File: config.mk
export PLATFORM = sky130hd
export DESIGN_NAME = instr_fetch
export DESIGN_NICKNAME = d
export VERILOG_FILES = /design/src/rtl/mips_pkg.sv /design/src/rtl/fetch_buf.sv /design/src/rtl/instr_fetch.sv
export SDC_FILE = /design/constraint.sdc
export NUM_CORES = 1
export LEC_CHECK = 0
export ABC_CLOCK_PERIOD_IN_PS = 6960
export BUFFER_PORTS_ARGS = -buffer_cell sky130_fd_sc_hd__buf_2
export CAP_MARGIN = 30
export CORE_MARGIN = 5
export CORE_UTILIZATION = 46
export DETAILED_ROUTE_END_ITERATION = 10
export MAX_ROUTING_LAYER = met4
export PLACE_DENSITY = 0.71
export RECOVER_POWER = 100
export REMOVE_ABC_BUFFERS = 1
export SLEW_MARGIN = 20
export SYNTH_ARGS = -nofsm -noshare
export SYNTH_HDL_FRONTEND = slang
export SYNTH_SLANG_ARGS = --single-unit
File: constraint.sdc
create_clock -name clk -period 6.96 [get_ports clk]
set_input_delay 0 -clock clk [delete_from_list [all_inputs] [get_ports clk]]
set_output_delay 0 -clock clk [all_outputs]
set_load 0.02 [all_outputs]
File: src/rtl/mips_pkg.sv
// mips_pkg: shared definitions for the single-clock MIPS core.
//   DEFAULT_RESET_PC : default first fetch address after reset
//   OP_BEQ / OP_J    : opcode field values used by decode
//   fetch_state_t    : fetch sequencer states (BOOT / RUN / REDIR)
//   fetch_entry_t    : one fetch buffer entry, {instruction word, byte address}
package mips_pkg;

    localparam logic [31:0] DEFAULT_RESET_PC = 32'h0000_0000;

    localparam logic [5:0] OP_BEQ = 6'b000100;
    localparam logic [5:0] OP_J   = 6'b000010;

    localparam int FETCH_BUF_DEPTH = 2;

    typedef enum logic [1:0] {
        FETCH_BOOT  = 2'd0,
        FETCH_RUN   = 2'd1,
        FETCH_REDIR = 2'd2
    } fetch_state_t;

    typedef struct packed {
        logic [31:0] word;
        logic [31:0] pc;
    } fetch_entry_t;

endpackage

File: src/rtl/fetch_buf.sv
// fetch_buf: 2-entry synchronous FIFO holding {word, pc} pairs between the
// instruction memory and decode.
//   clk, rst   : clock and synchronous active-high reset
//   push       : write push_data this cycle
//   push_data  : entry to write
//   pop        : drop the head entry this cycle
//   flush      : discard all entries (takes priority over push and pop)
//   count      : number of valid entries, 0..2
//   head       : oldest entry; stale contents when count is 0
module fetch_buf
    import mips_pkg::*;
(
    input  logic         clk,
    input  logic         rst,
    input  logic         push,
    input  fetch_entry_t push_data,
    input  logic         pop,
    input  logic         flush,
    output logic [1:0]   count,
    output fetch_entry_t head
);

    fetch_entry_t entries [FETCH_BUF_DEPTH];
    logic         rd_ptr;
    logic         wr_ptr;

    // Storage and pointers. Reset clears the storage as well so that the
    // head reads as all zeros straight out of reset; a flush only rewinds
    // the pointers because the stale words are hidden by count == 0.
    always_ff @(posedge clk) begin
        if (rst) begin
            for (int i = 0; i < FETCH_BUF_DEPTH; i++) begin
                entries[i] <= '0;
            end
            rd_ptr <= 1'b0;
            wr_ptr <= 1'b0;
            count  <= 2'd0;
        end else if (flush) begin
            rd_ptr <= 1'b0;
            wr_ptr <= 1'b0;
            count  <= 2'd0;
        end else begin
            if (push) begin
                entries[wr_ptr] <= push_data;
                wr_ptr          <= ~wr_ptr;
            end
            if (pop) begin
                rd_ptr <= ~rd_ptr;
            end
            count <= count + {1'b0, push} - {1'b0, pop};
        end
    end

    assign head = entries[rd_ptr];

    // The producer's issue rule guarantees room for every returning word;
    // a push into a full buffer without a matching pop means that rule broke.
    always_ff @(posedge clk) begin
        if (!rst && !flush) begin
            assert (!(push && !pop && (count == 2'd2)));
            assert (!(pop && (count == 2'd0)));
        end
    end

endmodule

File: src/rtl/instr_fetch.sv
// instr_fetch: instruction fetch unit. Owns the PC, issues reads to the
// synchronous instruction memory (1-cycle latency) and hands one word per
// valid/ready handshake to decode. Taken branches and jumps from decode
// redirect the PC and flush every wrong-path word.
//   RESET_PC    : first fetch address after reset (word aligned)
//   clk, rst    : clock and synchronous active-high reset
//   imem_en     : read strobe; imem_addr is the word-aligned byte address
//   imem_rdata  : read data, valid the cycle after imem_en
//   instr, instr_pc, instr_valid, instr_ready : decode handshake
//   pcsrc, pcj  : taken branch / jump from decode (jump wins)
//   redir_pc4   : PC+4 of the redirecting instruction
//   br_imm      : branch offset in words, sign-extended
//   j_target    : 26-bit jump target field
module instr_fetch
    import mips_pkg::*;
#(
    parameter logic [31:0] RESET_PC = DEFAULT_RESET_PC
) (
    input  logic        clk,
    input  logic        rst,
    output logic        imem_en,
    output logic [31:0] imem_addr,
    input  logic [31:0] imem_rdata,
    output logic [31:0] instr,
    output logic [31:0] instr_pc,
    output logic        instr_valid,
    input  logic        instr_ready,
    input  logic        pcsrc,
    input  logic        pcj,
    input  logic [31:0] redir_pc4,
    input  logic [15:0] br_imm,
    input  logic [25:0] j_target
);

    fetch_state_t state;
    fetch_state_t state_next;

    logic [31:0]  pc;
    logic [31:0]  inflight_pc;
    logic         inflight;
    logic         redirect;
    logic         issue;
    logic         pop;
    logic [1:0]   count;
    logic [2:0]   occupancy;
    logic [31:0]  redir_base;
    logic [31:0]  branch_target;
    logic [31:0]  jump_target;
    logic [31:0]  redir_target;
    fetch_entry_t push_data;
    fetch_entry_t head;

    // Redirect target. The low two bits of redir_pc4 carry no meaning for a
    // word-aligned PC, so they are cleared before either target is formed.
    assign redir_base    = redir_pc4 & 32'hFFFF_FFFC;
    assign branch_target = redir_base + {{14{br_imm[15]}}, br_imm, 2'b00};
    assign jump_target   = {redir_base[31:28], j_target, 2'b00};
    assign redir_target  = pcj ? jump_target : branch_target;

    assign pop       = instr_valid & instr_ready;
    assign occupancy = {1'b0, count} + {2'b00, inflight};

    // State register.
    always_ff @(posedge clk) begin
        if (rst) begin
            state <= FETCH_BOOT;
        end else begin
            state <= state_next;
        end
    end

    // Next state plus the two per-cycle decisions: redirect and issue.
    // A read is issued only if its word is guaranteed a buffer slot when it
    // returns next cycle, counting the word already in flight and any pop
    // happening now. Nothing is fetched while a redirect is being taken.
    always_comb begin
        state_next = state;
        redirect   = 1'b0;
        issue      = 1'b0;
        case (state)
            FETCH_BOOT: begin
                state_next = FETCH_RUN;
            end
            FETCH_RUN, FETCH_REDIR: begin
                if (!rst && (pcsrc || pcj)) begin
                    redirect   = 1'b1;
                    state_next = FETCH_REDIR;
                end else begin
                    state_next = FETCH_RUN;
                    issue      = !rst && (occupancy < (3'd2 + {2'b00, pop}));
                end
            end
            default: begin
                state_next = FETCH_BOOT;
            end
        endcase
    end

    assign imem_en   = issue;
    assign imem_addr = issue ? {pc[31:2], 2'b00} : 32'h0000_0000;

    // PC and in-flight tracking. inflight_pc remembers the address of the
    // outstanding read so it can be paired with the data that comes back.
    always_ff @(posedge clk) begin
        if (rst) begin
            pc          <= RESET_PC & 32'hFFFF_FFFC;
            inflight    <= 1'b0;
            inflight_pc <= 32'h0000_0000;
        end else begin
            inflight <= issue;
            if (issue) begin
                inflight_pc <= pc;
            end
            if (redirect) begin
                pc <= redir_target;
            end else if (issue) begin
                pc <= pc + 32'd4;
            end
        end
    end

    // Returning data is pushed every cycle a read is outstanding. A redirect
    // flushes the buffer in the same cycle, which also throws away the word
    // returning right then, so the wrong-path read is dropped without a
    // separate marker; since no read is issued on a redirect cycle, nothing
    // stale can arrive afterwards.
    assign push_data.word = imem_rdata;
    assign push_data.pc   = inflight_pc;

    fetch_buf u_fetch_buf (
        .clk       (clk),
        .rst       (rst),
        .push      (inflight),
        .push_data (push_data),
        .pop       (pop),
        .flush     (redirect),
        .count     (count),
        .head      (head)
    );

    assign instr       = head.word;
    assign instr_pc    = head.pc;
    assign instr_valid = (count != 2'd0);

endmodule
* Word-level counts from Yosys, hierarchy flattened
Memory sizes are Yosys's and may differ from the RTL's. A register that Yosys moved wholly into a read port is not among the register bits.
Cells that the tools add are included.
** Storage, ports and cells
- Register bits :: 71
- Latch bits :: 0
- Bits in writable memories :: 128
- Bits in read-only memories :: 0
- Input bits :: 111
- Output and inout port bits :: 98
- Memories :: 1
** Memory list
- u_fetch_buf.entries :: words 2, bits a word 64, rd ports 1, clocked after Yosys merged registers in 1, write ports 2, RTL line fetch_buf.sv:23 : fetch_entry_t entries [FETCH_BUF_DEPTH];
** Operators by class
- Add/sub/neg operators :: 6
- $mul :: 0
- Div/mod/pow operators :: 0
- $lt $le $gt $ge :: 1
- Eq/ne operators :: 2
- Shift-type cells :: 0
- Mux-type cells :: 21
- Bitwise logic cells :: 3
- Reductions and logical operators :: 10
** Operators by type and width (number)
- 32-bit 2-to-1 mux :: 4
- 64-bit 2-to-1 mux :: 1
- 64-bit OR reduction :: 1
- 32-bit by 3-bit adder with 32-bit output, second input constant :: 1
- 32-bit adder :: 1
- 1-bit 2-to-1 mux :: 14
- 2-bit case mux with 2 select lines :: 1
- 2-bit nonzero test :: 2
- 2-bit OR reduction :: 2
- 2-bit by 1-bit adder with 3-bit output :: 1
- 2-bit by 1-bit adder with 3-bit output, first input constant :: 1
- 3-bit less-than comparator :: 1
- 2-bit by 1-bit adder with 2-bit output :: 1
- 2-bit by 1-bit == test with 1-bit output, second input constant :: 1
- 2-bit == test, second input constant :: 1
- 1-bit logical AND :: 2
- 2-bit zero test :: 1
- 2-bit 2-to-1 mux :: 1
- 1-bit inverter :: 2
- 2-bit by 1-bit subtractor with 2-bit output :: 1
- 1-bit bitwise AND :: 1
- 1-bit zero test :: 1
- 1-bit logical OR :: 1

* Depth between registers and ports, before layout
Gate-level depths: netlist of run 1.
- Depth after elaboration :: 9
- Mapped depth :: 12
- Gate-level depth less buffers :: 12

* By module
A second synthesis of run 1 with hierarchy kept.
** Second synthesis, totals
- Cell total of the unflattened synthesis :: 1032
- Area total of the unflattened synthesis :: 10802.9 um^2
** By module, submodules not included
- fetch_buf :: times used 1, cells an instance 378, area each 5929.4 um^2, seq. area each 3943.8 um^2
- instr_fetch :: times used 1, cells an instance 654, area each 4873.4 um^2, seq. area each 1261.2 um^2

* Worst setup path after synthesis of run 1
Ideal clock, no wire load.
- Path type :: reg2reg
- From :: register state[0]
- To :: memory u_fetch_buf.entries[1][10] (netlist name) (enable)
- Library setup time :: 393 ps
- Arrival :: 2630 ps
- Required time :: 6567 ps
- Path slack :: 3937 ps
- Stages on the path, launching flop included :: 11
- Buffers on the path :: 2
- Period minus slack after synthesis :: 3023 ps
- Cells stage by stage :: dfxtp_1 -> inv_1 -> ha_1 -> nand2b_1 -> or2_2 -> clkbuf_1 -> inv_1 -> nor2_1 -> and3_1 -> clkbuf_1 -> or2_2
** RTL lines
- start: declaration :: RTL line instr_fetch.sv:35 : fetch_state_t state;
- start signal: assignment :: RTL line instr_fetch.sv:68 : state <= state_next;
- end: declaration :: RTL line fetch_buf.sv:23

* Worst setup path in the final report of run 1
- From :: register state[0]
- To :: output imem_addr[21]
** Between the ends
- Cells in the longest elaborated chain, start to end :: 4
** Ends and longest elaborated chain
- 2-bit by 1-bit == test with 1-bit output or 2-bit == test (tied branches) :: RTL line instr_fetch.sv:80 : case (state)
- 2-bit OR reduction (*) :: RTL line instr_fetch.sv:80
- 1-bit 2-to-1 mux (*) :: RTL line instr_fetch.sv:80
- 32-bit 2-to-1 mux (*) :: RTL line instr_fetch.sv:100 : assign imem_addr = issue ? {pc[31:2], 2'b00} : 32'h0000_0000;
- end: declaration :: RTL line instr_fetch.sv:22 : output logic [31:0] imem_addr,
Every way passes the cells marked *; elsewhere a longest branch is shown, timed or not.

==> run_summary.xml, run 1 <==
<?xml version="1.0" encoding="UTF-8"?>
<metrics>
  <group name="power_and_ir_drop">
    <metric name="cell_internal_pwr" unit="W">0.00198</metric>
    <metric name="power_frac_comb" unit="">0.197</metric>
    <metric name="ir_drop" unit="V">0.000161</metric>
    <metric name="power_leakage" unit="nW">5.08</metric>
    <metric name="net-switching-power" unit="W">0.000798</metric>
    <metric name="pwr-share-clk" unit="">0.319</metric>
    <metric name="netSwitchingFraction" unit="">0.288</metric>
    <metric name="power.sequential.fraction" unit="">0.484</metric>
    <metric name="power_consumption" unit="W">0.00277</metric>
    <metric name="power_density" unit="mW/mm²">223</metric>
  </group>
  <group name="route">
    <metric name="final_antenna_net_count" unit="">0</metric>
    <metric name="route.detailed.vias_per_inst" unit="">5.15</metric>
    <metric name="vias" unit="">7800</metric>
    <metric name="wirelength_per_cell" unit="µm">15.9</metric>
    <metric name="post-route-drc-count" unit="">0</metric>
    <metric name="drt_iter0_drc" unit="">362</metric>
    <metric name="postRouteWirelength" unit="µm">24100</metric>
    <metric name="drt_pre_antenna_iters" unit="">5</metric>
  </group>
  <group name="logic_synthesis">
    <metric name="synth_enable_flop_cells" unit="">124</metric>
    <metric name="synth_seq_area_share" unit="">0.495</metric>
    <metric name="synth.cell_area" unit="mm²">0.0103</metric>
    <metric name="synth-warning-count" unit="">0</metric>
    <metric name="post_synth_num_cell_types" unit="">63</metric>
    <metric name="synthesis.instances" unit="">990</metric>
    <metric name="ffs_latches_synth" unit="">192</metric>
    <metric name="synth_flop_cell" unit="">sky130_fd_sc_hd__edfxtp_1</metric>
    <metric name="synthesis.area_per_instance" unit="µm²">10.4</metric>
    <metric name="synth_async_sr_flop_share" unit="">0</metric>
  </group>
  <group name="floorplanning">
    <metric name="initial_core_util" unit="">0.469</metric>
    <metric name="die_h" unit="µm">159</metric>
    <metric name="fp.dieArea" unit="mm²">0.0254</metric>
    <metric name="placementRows" unit="">54</metric>
    <metric name="die_x" unit="µm">159</metric>
    <metric name="fp.coreArea" unit="mm²">0.0219</metric>
    <metric name="top_level_ports" unit="">209</metric>
  </group>
  <group name="layout">
    <metric name="final_nets" unit="">1370</metric>
    <metric name="fillers" unit="">2043</metric>
    <metric name="fin_cells" unit="">1515</metric>
    <metric name="share_of_cells_above_drive_strength_1" unit="">0.175</metric>
    <metric name="flow.area_growth_from_synthesis" unit="%">20.8</metric>
    <metric name="fin_util" unit="">0.567</metric>
    <metric name="diodes" unit="">0</metric>
  </group>
  <group name="global_route">
    <metric name="grt_first_pass_wirelength" unit="µm">39500</metric>
    <metric name="largest_net_degree_at_the_start_of_global_routing" unit="">64</metric>
    <metric name="grt_use_total" unit="">0.194</metric>
    <metric name="grt_pass1_vias" unit="">7930</metric>
    <metric name="initial_antenna_violation_count" unit="">0</metric>
    <metric name="gr-total-overflow" unit="">0</metric>
  </group>
  <group name="cts">
    <metric name="cts.path.max_buffers" unit="">2</metric>
    <metric name="cts.repair.resized" unit="">0</metric>
    <metric name="clk-insertion-delay-late" unit="ps">420</metric>
    <metric name="post_cts.repair.setup_buffers" unit="">0</metric>
    <metric name="cts_inserted_buffers" unit="">17</metric>
    <metric name="tritoncts_clock_tree" unit="">yes</metric>
    <metric name="clock-sinks" unit="">192</metric>
    <metric name="hold_buffers" unit="">58</metric>
    <metric name="clkTransAtPathRegs" unit="ps">70</metric>
    <metric name="cts-root-buf" unit="">sky130_fd_sc_hd__clkbuf_16</metric>
    <metric name="htree_levels" unit="">4</metric>
  </group>
  <group name="critical_path">
    <metric name="critical_path_peak_fanout" unit="">40</metric>
    <metric name="worstSetupPathType" unit="">flip-flop to output pin</metric>
    <metric name="reg2reg_depth" unit="">13</metric>
    <metric name="path_cells" unit="">inv_1, ha_1, nand2b_1, nor2_1, nand3_1, clkbuf_1, clkinv_1, clkbuf_1, nand2_1, inv_1, clkbuf_1</metric>
    <metric name="critical_path.startpoint_type" unit="">flip-flop</metric>
    <metric name="critPathMostFrequentCell" unit="">sky130_fd_sc_hd__clkbuf_1</metric>
    <metric name="timing.critical_path.from" unit="">state[0]</metric>
    <metric name="cp-end-kind" unit="">output pin</metric>
    <metric name="timing.critical_path.slowest_cell_delay" unit="ps">1400</metric>
    <metric name="rr_endpoint" unit="">pc[7]</metric>
    <metric name="timing.critical_path.max_delay_family" unit="">buffers and inverters</metric>
    <metric name="worstPathBufferInverterCount" unit="">6</metric>
    <metric name="timing.rr.start" unit="">state[0]</metric>
    <metric name="critPathArrivalTime" unit="ps">4860</metric>
    <metric name="ff2ff_setup_slack" unit="ps">2200</metric>
    <metric name="critical_path_required" unit="ps">6960</metric>
    <metric name="timing.critical_path.slowest_stage_cell" unit="">sky130_fd_sc_hd__clkbuf_1</metric>
  </group>
  <group name="timing">
    <metric name="rsz0062_at_grt" unit="">no</metric>
    <metric name="fin_skew" unit="ps">13.2</metric>
    <metric name="timing.final.hold_violations" unit="">0</metric>
    <metric name="fin_tns_setup" unit="ps">0</metric>
    <metric name="highest_clock_rate" unit="GHz">0.206</metric>
    <metric name="worst-slew-pin-transition" unit="ps">2870</metric>
    <metric name="final_slew_viol_count" unit="">104</metric>
    <metric name="post-route-period-util" unit="">0.698</metric>
    <metric name="fin_crit" unit="ps">4860</metric>
    <metric name="slew_headroom" unit="">-0.918</metric>
    <metric name="final.setup.worst_slack" unit="ps">2100</metric>
    <metric name="setup_violations_final" unit="">0</metric>
  </group>
  <group name="status">
    <metric name="violated_checks" unit="">capacitance limit, slew limit</metric>
    <metric name="status" unit="">finished with violations</metric>
  </group>
  <group name="hold_path">
    <metric name="hold_path_end" unit="">u_fetch_buf.count[0]</metric>
    <metric name="worstHoldStart" unit="">rst</metric>
    <metric name="hold-path-cell-count" unit="">3</metric>
    <metric name="min-delay-path-class" unit="">primary input to flip-flop</metric>
  </group>
  <group name="placed_design">
    <metric name="place_worst_setup_slack" unit="ps">2590</metric>
    <metric name="port_buffers" unit="">202</metric>
    <metric name="dpl.hpwl" unit="µm">16400</metric>
    <metric name="place_inst" unit="">1425</metric>
    <metric name="globalplace.congestion" unit="">0.869</metric>
  </group>
  <group name="run">
    <metric name="max-cap-violations" unit="">2</metric>
  </group>
</metrics>
cell usage after synthesis (all sizes together), types with 3 or more instances:
master,n,share of area
edfxtp,124,0.36
o21bai,7,0.0051
nand3,18,0.0088
o21a,11,0.0080
nand4,8,0.0049
o21ai,24,0.012
nand2b,10,0.0061
o211a,3,0.0029
mux2i,10,0.0097
ha,36,0.044
a311oi,4,0.0034
nor2b,6,0.0037
dfxtp,68,0.13
mux2,64,0.070
a211oi,28,0.021
or3,4,0.0024
o211ai,3,0.0022
a31oi,9,0.0055
and2,125,0.076
nor2,47,0.017
a21o,10,0.0073
a21oi,71,0.035
buf,12,0.0090
and3,6,0.0037
xor2,23,0.020
or2,5,0.0030
nor3,9,0.0044
a221oi,3,0.0026
clkbuf,42,0.017
nand2,94,0.034
nor4,3,0.0018
inv,49,0.018
xnor2,27,0.023
logic make-up (layout without fill, tap and decap cells):
kind of cell | count (synthesis) | after routing | share of synthesized area
AND/OR/NAND/NOR | 341 | 341 | 0.172
flip-flops | 192 | 192 | 0.495
AO/OA/AOI/OAI | 190 | 190 | 0.119
buffers and inverters | 105 | 347 | 0.0457
multiplexers | 74 | 74 | 0.0799
XOR/XNOR | 50 | 50 | 0.0426
adder cells (fa/ha/maj) | 37 | 37 | 0.0458
other | 1 | 4 | 0.000365
layout make-up:
cell class / instances / area, µm² / area share
inverters: 50 / 188 / 0.0151
well taps: 280 / 350 / 0.0282
clock inverters: 15 / 109 / 0.00877
clock buffers: 17 / 425 / 0.0343
multi-input cells: 696 / 4740 / 0.382
repair buffers: 265 / 1510 / 0.122
flip-flops and latches: 192 / 5080 / 0.410
power groups by stage:
| stage | Combinational (W) | Sequential (W) | Clock, W |
|---|---|---|---|
| floorplan | 0.000369 | 0.00135 | 0 |
| global placement | 0.000524 | 0.00136 | 0 |
| detailed placement | 0.000529 | 0.00137 | 0 |
| CTS | 0.000558 | 0.00134 | 0.000902 |
| global route | 0.000603 | 0.00135 | 0.000951 |
| finish | 0.000547 | 0.00134 | 0.000884 |
layer usage:
metal	vias up	global-route usage	share of wire
met4	0	0.0554	0.016
met1	3616	0.239	0.45
met2	208	0.330	0.49
li1	3947	-	-
met3	29	0.0342	0.043
met5	-	-	0
worst reg2reg max path, cell delays in order, from the launching register on:
cell	delay, ps
sky130_fd_sc_hd__dfxtp_1	350
sky130_fd_sc_hd__inv_1	50
sky130_fd_sc_hd__ha_1	350
sky130_fd_sc_hd__nand2b_1	130
sky130_fd_sc_hd__nor2_1	50
sky130_fd_sc_hd__nand3_1	70
sky130_fd_sc_hd__clkbuf_1	1400
sky130_fd_sc_hd__clkinv_1	740
sky130_fd_sc_hd__clkbuf_1	640
sky130_fd_sc_hd__nand2_1	280
sky130_fd_sc_hd__inv_1	80
sky130_fd_sc_hd__nand3_1	140
sky130_fd_sc_hd__o21ai_0	90
sky130_fd_sc_hd__a311oi_1	290
flip-flops by register name, summed over array words and instances, names as in the netlist, named ones only:
register,cells
u_fetch_buf.count,2
u_fetch_buf.rd_ptr,1
inflight,1
u_fetch_buf.wr_ptr,1
u_fetch_buf.entries,124
state,2
inflight_pc,30
pc,30
layout by cell type, fill, tap and decap left out, types with 34 or more instances in the layout:
| cell type | count |
|---|---|
| sky130_fd_sc_hd__clkbuf_1 | 89 |
| sky130_fd_sc_hd__inv_1 | 49 |
| sky130_fd_sc_hd__nor2_1 | 46 |
| sky130_fd_sc_hd__buf_2 | 115 |
| sky130_fd_sc_hd__mux2_2 | 58 |
| sky130_fd_sc_hd__and2_0 | 34 |
| sky130_fd_sc_hd__dfxtp_1 | 68 |
| sky130_fd_sc_hd__ha_1 | 36 |
| sky130_fd_sc_hd__and2_1 | 91 |
| sky130_fd_sc_hd__dlygate4sd3_1 | 58 |
| sky130_fd_sc_hd__edfxtp_1 | 124 |
| sky130_fd_sc_hd__a21oi_1 | 70 |
| sky130_fd_sc_hd__nand2_1 | 94 |
per-stage QoR:
step	hold WS [ps]	cell area, µm²
2_1_floorplan	64.6	10000
3_3_place_gp	288	11400
3_5_place_dp	291	11400
4_1_cts	13.9	12500
5_1_grt	16.9	12400
6_report	20.1	12400
how the worst max path moves through the flow:
stage | cells after the start | to | slack (ps)
final | 11 | imem_addr[21] | 2100
after global routing | 10 | imem_addr[19] | 1590
after CTS | 10 | u_fetch_buf.entries[0][56] | 2560
after detailed placement | 10 | u_fetch_buf.entries[0][32] | 2590
after global placement | 10 | u_fetch_buf.entries[0][45] | 2630
after floorplan | 9 | u_fetch_buf.entries[0][10] | 2460
Note: power is estimated with default switching activity, not from simulation.
==> run 2, diff against run 1 <==
--- a/config.mk
+++ b/config.mk
@@ -5,14 +5,14 @@
 export SDC_FILE = /design/constraint.sdc
 export NUM_CORES = 1
 export LEC_CHECK = 0
-export ABC_CLOCK_PERIOD_IN_PS = 6960
+export ABC_CLOCK_PERIOD_IN_PS = 4100
 export BUFFER_PORTS_ARGS = -buffer_cell sky130_fd_sc_hd__buf_2
 export CAP_MARGIN = 30
 export CORE_MARGIN = 5
 export CORE_UTILIZATION = 46
 export DETAILED_ROUTE_END_ITERATION = 10
 export MAX_ROUTING_LAYER = met4
-export PLACE_DENSITY = 0.71
+export PLACE_DENSITY = 0.73
 export RECOVER_POWER = 100
 export REMOVE_ABC_BUFFERS = 1
 export SLEW_MARGIN = 20
==> constraint.sdc (replaced) <==
create_clock -name clk -period 4.1 [get_ports clk]
set_input_delay 0 -clock clk [delete_from_list [all_inputs] [get_ports clk]]
set_output_delay 0 -clock clk [all_outputs]
set_load 0.02 [all_outputs]
==> run_summary.xml, run 2 (same netlist as run 1, synthesis figures left out) <==
<?xml version="1.0" encoding="UTF-8"?>
<metrics>
  <group name="status">
    <metric name="status" unit="">finished with violations</metric>
    <metric name="violated_checks" unit="">capacitance limit, slew limit</metric>
  </group>
  <group name="floorplanning">
    <metric name="die_h" unit="µm">159</metric>
    <metric name="top_level_ports" unit="">209</metric>
    <metric name="initial_core_util" unit="">0.469</metric>
    <metric name="fp.dieArea" unit="mm²">0.0254</metric>
    <metric name="die_x" unit="µm">159</metric>
    <metric name="placementRows" unit="">54</metric>
    <metric name="fp.coreArea" unit="mm²">0.0219</metric>
  </group>
  <group name="layout">
    <metric name="fin_util" unit="">0.571</metric>
    <metric name="final_nets" unit="">1372</metric>
    <metric name="largest_register_ff_count" unit="">124</metric>
    <metric name="reg.largest.list" unit="">u_fetch_buf.entries (124), inflight_pc (30), pc (30)</metric>
    <metric name="share_of_cells_above_drive_strength_1" unit="">0.177</metric>
    <metric name="diodes" unit="">0</metric>
    <metric name="fillers" unit="">1969</metric>
    <metric name="layout_commonest_cell" unit="">sky130_fd_sc_hd__edfxtp_1</metric>
    <metric name="flow.area_growth_from_synthesis" unit="%">21.7</metric>
    <metric name="post-route-cell-area" unit="mm²">0.0125</metric>
    <metric name="largest-register" unit="">u_fetch_buf.entries</metric>
    <metric name="fin_cells" unit="">1516</metric>
    <metric name="layout.cells.most_common_list" unit="">sky130_fd_sc_hd__edfxtp_1 (124), sky130_fd_sc_hd__buf_2 (113), sky130_fd_sc_hd__clkbuf_1 (95)</metric>
  </group>
  <group name="critical_path">
    <metric name="critical_path_required" unit="ps">4390</metric>
    <metric name="path_cells" unit="">ha_1, ha_1, o21ai_0, nand3_1, clkbuf_1, nor3_1, nand3_1, xor2_1, a211oi_1</metric>
    <metric name="critical_path_peak_fanout" unit="">32</metric>
    <metric name="timing.critical_path.from" unit="">inflight</metric>
    <metric name="critPathArrivalTime" unit="ps">3510</metric>
    <metric name="reg2reg_depth" unit="">9</metric>
    <metric name="worstSetupPathType" unit="">flip-flop to flip-flop</metric>
    <metric name="timing.critical_path.slowest_cell_delay" unit="ps">1160</metric>
    <metric name="timing.critical_path.slowest_stage_cell" unit="">sky130_fd_sc_hd__clkbuf_1</metric>
    <metric name="ff2ff_setup_slack" unit="ps">880</metric>
    <metric name="timing.rr.start" unit="">inflight</metric>
    <metric name="cp-end-kind" unit="">flip-flop</metric>
    <metric name="rr_endpoint" unit="">pc[18]</metric>
    <metric name="critical_path.startpoint_type" unit="">flip-flop</metric>
  </group>
  <group name="hold_path">
    <metric name="hold_path_end" unit="">state[0]</metric>
    <metric name="worstHoldStart" unit="">pcj</metric>
    <metric name="hold-path-cell-count" unit="">4</metric>
    <metric name="min-delay-path-class" unit="">primary input to flip-flop</metric>
  </group>
  <group name="cts">
    <metric name="clkTransAtPathRegs" unit="ps">70</metric>
    <metric name="cts.path.max_buffers" unit="">2</metric>
    <metric name="cts-root-buf" unit="">sky130_fd_sc_hd__clkbuf_16</metric>
    <metric name="htree_levels" unit="">4</metric>
    <metric name="cts.repair.resized" unit="">0</metric>
    <metric name="clock-sinks" unit="">192</metric>
    <metric name="tritoncts_clock_tree" unit="">yes</metric>
    <metric name="cts_inserted_buffers" unit="">17</metric>
    <metric name="clk-insertion-delay-late" unit="ps">420</metric>
  </group>
  <group name="placed_design">
    <metric name="place_inst" unit="">1428</metric>
    <metric name="globalplace.congestion" unit="">0.881</metric>
    <metric name="place_worst_setup_slack" unit="ps">1200</metric>
    <metric name="port_buffers" unit="">202</metric>
    <metric name="detailed_place.area" unit="mm²">0.0114</metric>
    <metric name="dpl.hpwl" unit="µm">16700</metric>
  </group>
  <group name="run">
    <metric name="max-cap-violations" unit="">2</metric>
  </group>
  <group name="power_and_ir_drop">
    <metric name="ir_drop" unit="V">0.000278</metric>
    <metric name="power_density" unit="mW/mm²">397</metric>
    <metric name="power_leakage" unit="nW">5.13</metric>
  </group>
  <group name="timing">
    <metric name="setup_violations_final" unit="">0</metric>
    <metric name="final.setup.worst_slack" unit="ps">876</metric>
    <metric name="post-route-period-util" unit="">0.786</metric>
    <metric name="final_slew_viol_count" unit="">96</metric>
    <metric name="fin_hold_ws" unit="ps">11.0</metric>
    <metric name="highest_clock_rate" unit="GHz">0.310</metric>
    <metric name="slew_headroom" unit="">-0.0377</metric>
    <metric name="fin_crit" unit="ps">3220</metric>
    <metric name="fin_skew" unit="ps">7.65</metric>
    <metric name="rsz0062_at_grt" unit="">no</metric>
    <metric name="worst-slew-pin-transition" unit="ps">1560</metric>
    <metric name="timing.final.hold_violations" unit="">0</metric>
  </group>
  <group name="global_route">
    <metric name="gr-total-overflow" unit="">0</metric>
    <metric name="grt_use_total" unit="">0.194</metric>
    <metric name="grt_first_pass_wirelength" unit="µm">39500</metric>
    <metric name="grt_pass1_vias" unit="">7965</metric>
    <metric name="initial_antenna_violation_count" unit="">0</metric>
    <metric name="largest_net_degree_at_the_start_of_global_routing" unit="">63</metric>
  </group>
  <group name="route">
    <metric name="postRouteWirelength" unit="µm">24400</metric>
    <metric name="post-route-drc-count" unit="">0</metric>
    <metric name="final_antenna_net_count" unit="">0</metric>
    <metric name="wirelength_per_cell" unit="µm">16.1</metric>
    <metric name="drt_iter0_drc" unit="">474</metric>
    <metric name="drt_pre_antenna_iters" unit="">5</metric>
    <metric name="vias" unit="">7906</metric>
    <metric name="route.detailed.vias_per_inst" unit="">5.22</metric>
  </group>
</metrics>
run 2: cell count changes in the layout (fill, tap and decap cells not counted), moves of 4 or more:
| cell | previous run | this run |
|---|---|---|
| sky130_fd_sc_hd__bufinv_16 | 0 | 5 |
| sky130_fd_sc_hd__and2_1 | 91 | 82 |
| sky130_fd_sc_hd__clkbuf_1 | 89 | 95 |
| sky130_fd_sc_hd__and2_0 | 34 | 43 |
| sky130_fd_sc_hd__inv_6 | 6 | 2 |
run 2: per-stage QoR:
step,setup TNS [ps],total power [W]
2_1_floorplan,-24640,0.00291
3_3_place_gp,0,0.00321
3_5_place_dp,0,0.00322
4_1_cts,0,0.00502
5_1_grt,0,0.00520
6_report,0,0.00497
run 2: critical path: cells and delay by family, from the launching register on:
family / cells / cell delay, ps
fa+ha+maj: 2 / 480
flops: 1 / 370
compound gates: 2 / 160
xor+xnor: 1 / 180
buf+inv: 1 / 1160
simple gates: 3 / 730
run 2: metal layers:
metal	GRT usage	share of wire	wire [µm]
met5	-	0	0
met3	0.0261	0.044	1070
met1	0.242	0.44	10800
met4	0.0628	0.018	441
met2	0.326	0.50	12100
run 2: layout make-up:
cell class                 instances  area [µm²]  area share
timing repair buffer             267        1510       0.121
clock inverter                    11         186      0.0149
inverter                          50         188      0.0150
clock buffer                      20         437      0.0349
tap                              280         350      0.0280
sequential                       192        5090       0.407
multi-input combinational        696        4740       0.379
run 2: worst max-delay path by stage:
stage	to	cells past startpoint	slack, ps
2_1_floorplan	u_fetch_buf.entries[0][10]	9	-400
3_3_place_gp	u_fetch_buf.entries[0][39]	9	1240
3_5_place_dp	u_fetch_buf.entries[1][60]	8	1200
4_1_cts	u_fetch_buf.entries[1][17]	8	1190
5_1_grt	pc[18]	10	540
6_report	pc[18]	9	880
run 2: power by group:
part	leakage (nW)	internal, W	switching (W)
clock	0.306	0.00108	0.000685
sequential	1.83	0.00217	0.000113
combinational	2.99	0.000400	0.000525
run 2: what timing repair did:
action / in CTS / in global routing
hold buffers: 57 / 0
setup buffers: 0 / 0
endpoints found under the hold margin: 96 / 0
==> run 3, diff against run 2 <==
--- a/config.mk
+++ b/config.mk
@@ -5,7 +5,8 @@
 export SDC_FILE = /design/constraint.sdc
 export NUM_CORES = 1
 export LEC_CHECK = 0
-export ABC_CLOCK_PERIOD_IN_PS = 4100
+export ABC_AREA = 1
+export ABC_CLOCK_PERIOD_IN_PS = 2700
 export BUFFER_PORTS_ARGS = -buffer_cell sky130_fd_sc_hd__buf_2
 export CAP_MARGIN = 30
 export CORE_MARGIN = 5
==> constraint.sdc (replaced) <==
create_clock -name clk -period 2.7 [get_ports clk]
set_input_delay 0 -clock clk [delete_from_list [all_inputs] [get_ports clk]]
set_output_delay 0 -clock clk [all_outputs]
set_load 0.02 [all_outputs]
==> run_summary.xml, run 3 <==
<?xml version="1.0" encoding="UTF-8"?>
<metrics>
  <group name="route">
    <metric name="drt_pre_antenna_iters" unit="">5</metric>
    <metric name="final_antenna_net_count" unit="">0</metric>
    <metric name="post-route-drc-count" unit="">0</metric>
    <metric name="wirelength_per_cell" unit="µm">15.2</metric>
    <metric name="drt_iter0_drc" unit="">727</metric>
    <metric name="vias" unit="">9704</metric>
    <metric name="route.detailed.vias_per_inst" unit="">4.97</metric>
    <metric name="postRouteWirelength" unit="µm">29700</metric>
  </group>
  <group name="critical_path">
    <metric name="critical_path_peak_fanout" unit="">20</metric>
    <metric name="timing.critical_path.slowest_cell_delay" unit="ps">930</metric>
    <metric name="critical_path_required" unit="ps">2700</metric>
    <metric name="worstSetupPathType" unit="">flip-flop to output pin</metric>
    <metric name="critPathArrivalTime" unit="ps">2490</metric>
    <metric name="path_cells" unit="">clkbuf_2, mux2_2, buf_2</metric>
    <metric name="critical_path.startpoint_type" unit="">flip-flop</metric>
    <metric name="timing.critical_path.slowest_stage_cell" unit="">sky130_fd_sc_hd__dfxtp_1</metric>
    <metric name="cp-end-kind" unit="">output pin</metric>
  </group>
  <group name="global_route">
    <metric name="gr-total-overflow" unit="">0</metric>
    <metric name="grt_use_total" unit="">0.221</metric>
    <metric name="grt_first_pass_wirelength" unit="µm">46700</metric>
    <metric name="largest_net_degree_at_the_start_of_global_routing" unit="">64</metric>
    <metric name="initial_antenna_violation_count" unit="">0</metric>
    <metric name="grt_pass1_vias" unit="">9478</metric>
  </group>
  <group name="timing">
    <metric name="fin_skew" unit="ps">15.3</metric>
    <metric name="fin_hold_ws" unit="ps">4.85</metric>
    <metric name="post-route-period-util" unit="">0.924</metric>
    <metric name="worst-slew-pin-transition" unit="ps">934</metric>
    <metric name="timing.final.hold_violations" unit="">0</metric>
    <metric name="fin_tns_setup" unit="ps">0</metric>
    <metric name="highest_clock_rate" unit="GHz">0.401</metric>
    <metric name="slew_headroom" unit="">0.376</metric>
    <metric name="rsz0062_at_grt" unit="">no</metric>
    <metric name="setup_violations_final" unit="">0</metric>
    <metric name="final.setup.worst_slack" unit="ps">205</metric>
    <metric name="final_slew_viol_count" unit="">0</metric>
    <metric name="fin_crit" unit="ps">2490</metric>
  </group>
  <group name="power_and_ir_drop">
    <metric name="power.sequential.fraction" unit="">0.450</metric>
    <metric name="netSwitchingFraction" unit="">0.315</metric>
    <metric name="cell_internal_pwr" unit="W">0.00530</metric>
    <metric name="power_density" unit="mW/mm²">580</metric>
    <metric name="ir_drop" unit="V">0.000454</metric>
    <metric name="power_frac_comb" unit="">0.232</metric>
    <metric name="power_leakage" unit="nW">5.96</metric>
    <metric name="pwr-share-clk" unit="">0.318</metric>
    <metric name="net-switching-power" unit="W">0.00244</metric>
  </group>
  <group name="logic_synthesis">
    <metric name="synth.cell_area" unit="mm²">0.0111</metric>
    <metric name="synth_common_cells" unit="">sky130_fd_sc_hd__nor2_1 (281), sky130_fd_sc_hd__nand2_1 (253), sky130_fd_sc_hd__inv_1 (201), sky130_fd_sc_hd__edfxtp_1 (124), sky130_fd_sc_hd__a21oi_1 (73)</metric>
    <metric name="synth_seq_area_share" unit="">0.459</metric>
    <metric name="synthesis.instances" unit="">1384</metric>
    <metric name="synth_top_area_share" unit="">0.336</metric>
    <metric name="ffs_latches_synth" unit="">192</metric>
    <metric name="synth_flop_cell" unit="">sky130_fd_sc_hd__edfxtp_1</metric>
    <metric name="synth_async_sr_flop_share" unit="">0</metric>
    <metric name="synth.top_cells.by_area" unit="">sky130_fd_sc_hd__edfxtp_1 (34%), sky130_fd_sc_hd__dfxtp_1 (12%), sky130_fd_sc_hd__nor2_1 (9.5%), sky130_fd_sc_hd__nand2_1 (8.6%), sky130_fd_sc_hd__inv_1 (6.8%)</metric>
    <metric name="netlist.top_cell.by_area" unit="">sky130_fd_sc_hd__edfxtp_1</metric>
    <metric name="post_synth_num_cell_types" unit="">48</metric>
    <metric name="most_instantiated_library_cell_after_synthesis" unit="">sky130_fd_sc_hd__nor2_1</metric>
    <metric name="synthesis.area_per_instance" unit="µm²">8.01</metric>
    <metric name="synth-warning-count" unit="">0</metric>
    <metric name="synth_enable_flop_cells" unit="">124</metric>
  </group>
  <group name="layout">
    <metric name="layout.cells.most_common_list" unit="">sky130_fd_sc_hd__nor2_1 (282), sky130_fd_sc_hd__nand2_1 (251), sky130_fd_sc_hd__inv_1 (200)</metric>
    <metric name="ff_latch_area" unit="mm²">0.00508</metric>
    <metric name="final_nets" unit="">1769</metric>
    <metric name="largest-register" unit="">u_fetch_buf.entries</metric>
    <metric name="post-route-cell-area" unit="mm²">0.0134</metric>
    <metric name="fin_util" unit="">0.565</metric>
    <metric name="fillers" unit="">2265</metric>
    <metric name="multi_input_area" unit="mm²">0.00499</metric>
    <metric name="layout_commonest_cell" unit="">sky130_fd_sc_hd__nor2_1</metric>
    <metric name="flow.area_growth_from_synthesis" unit="%">20.4</metric>
    <metric name="share_of_cells_above_drive_strength_1" unit="">0.160</metric>
    <metric name="diodes" unit="">0</metric>
    <metric name="largest_register_ff_count" unit="">124</metric>
    <metric name="reg.largest.list" unit="">u_fetch_buf.entries (124), inflight_pc (30), pc (30)</metric>
  </group>
  <group name="floorplanning">
    <metric name="fp.coreArea" unit="mm²">0.0236</metric>
    <metric name="fp.dieArea" unit="mm²">0.0273</metric>
    <metric name="die_x" unit="µm">165</metric>
    <metric name="die_h" unit="µm">165</metric>
    <metric name="initial_core_util" unit="">0.470</metric>
    <metric name="placementRows" unit="">56</metric>
    <metric name="top_level_ports" unit="">209</metric>
  </group>
  <group name="run">
    <metric name="max-cap-violations" unit="">0</metric>
  </group>
  <group name="status">
    <metric name="status" unit="">complete, no violations</metric>
  </group>
  <group name="hold_path">
    <metric name="min-delay-path-class" unit="">primary input to flip-flop</metric>
  </group>
  <group name="placed_design">
    <metric name="detailed_place.area" unit="mm²">0.0124</metric>
    <metric name="dpl.hpwl" unit="µm">21700</metric>
    <metric name="globalplace.congestion" unit="">0.925</metric>
    <metric name="place_worst_setup_slack" unit="ps">570</metric>
    <metric name="port_buffers" unit="">202</metric>
  </group>
  <group name="cts">
    <metric name="cts.repair.resized" unit="">0</metric>
    <metric name="htree_levels" unit="">4</metric>
    <metric name="cts_inserted_buffers" unit="">17</metric>
    <metric name="clock-sinks" unit="">192</metric>
    <metric name="clkTransAtPathRegs" unit="ps">80</metric>
    <metric name="cts.path.max_buffers" unit="">2</metric>
    <metric name="cts-root-buf" unit="">sky130_fd_sc_hd__clkbuf_16</metric>
    <metric name="clk-insertion-delay-late" unit="ps">420</metric>
    <metric name="tritoncts_clock_tree" unit="">yes</metric>
  </group>
</metrics>
==> run 3: path summary, 6_finish.rpt <==
check / from / to / slack, ps / cells after the start
worst min-delay path: j_target[21] / pc[23] / 5 / 5
worst max register to register: state[0] / u_fetch_buf.entries[1][51] / 220 / 8
worst max-delay path: flip-flop / instr_pc[12] / 210 / 3
worst min register to register: inflight_pc[2] / inflight_pc[2] / 470 / 2
==> run 3: routing by layer <==
layer / track usage / wire length, µm / up-vias
li1: - / - / 4932
met1: 0.278 / 12800 / 4424
met2: 0.386 / 14600 / 319
met3: 0.0189 / 1820 / 29
met4: 0.0526 / 449 / 0
met5: - / 0 / -
==> run 3: logic make-up after synthesis <==
kind of cell	after synthesis	synth area share
AOI/OAI and AO/OA	178	0.0910
xor gates and xnor gates	24	0.0190
adders and majority gates	37	0.0424
buffers and inverters	258	0.0930
DFF	192	0.459
muxes	62	0.0630
other	1	0.000338
and+or+nand+nor	632	0.233
==> run 3: what timing repair did <==
item	CTS	global route
hold buffers	45	0
setup buffers	0	0
endpoints found under the hold margin	78	0
==> run 3: critical path, delay by kind of cell (launching register included) <==
family	cells	cell delay, ps
DFF	1	930
buffers and inverters	2	720
muxes	1	410
==> run 3: cell type report <==
class | instances | share of cell area
Tap cell | 319 | 0.0299
Clock inverter | 12 | 0.00815
Sequential cell | 192 | 0.381
Multi-Input combinational cell | 937 | 0.374
Inverter | 206 | 0.0579
Clock buffer | 20 | 0.0358
Timing Repair Buffer | 267 | 0.113
==> run 3: power by group through the flow <==
stage	sequential [W]	combinational [W]	clock, W
finish	0.00348	0.00179	0.00246
detailed placement	0.00355	0.00176	0
global route	0.00351	0.00200	0.00264
global placement	0.00354	0.00174	0
floorplan	0.00353	0.00119	0
CTS	0.00348	0.00183	0.00250
==> run 3: metrics by stage <==
stage,total power [W],cells
final,0.00774,1953
after global routing,0.00815,1953
after CTS,0.00781,1953
after detailed placement,0.00531,1876
after global placement,0.00528,1876
after floorplan,0.00472,1335
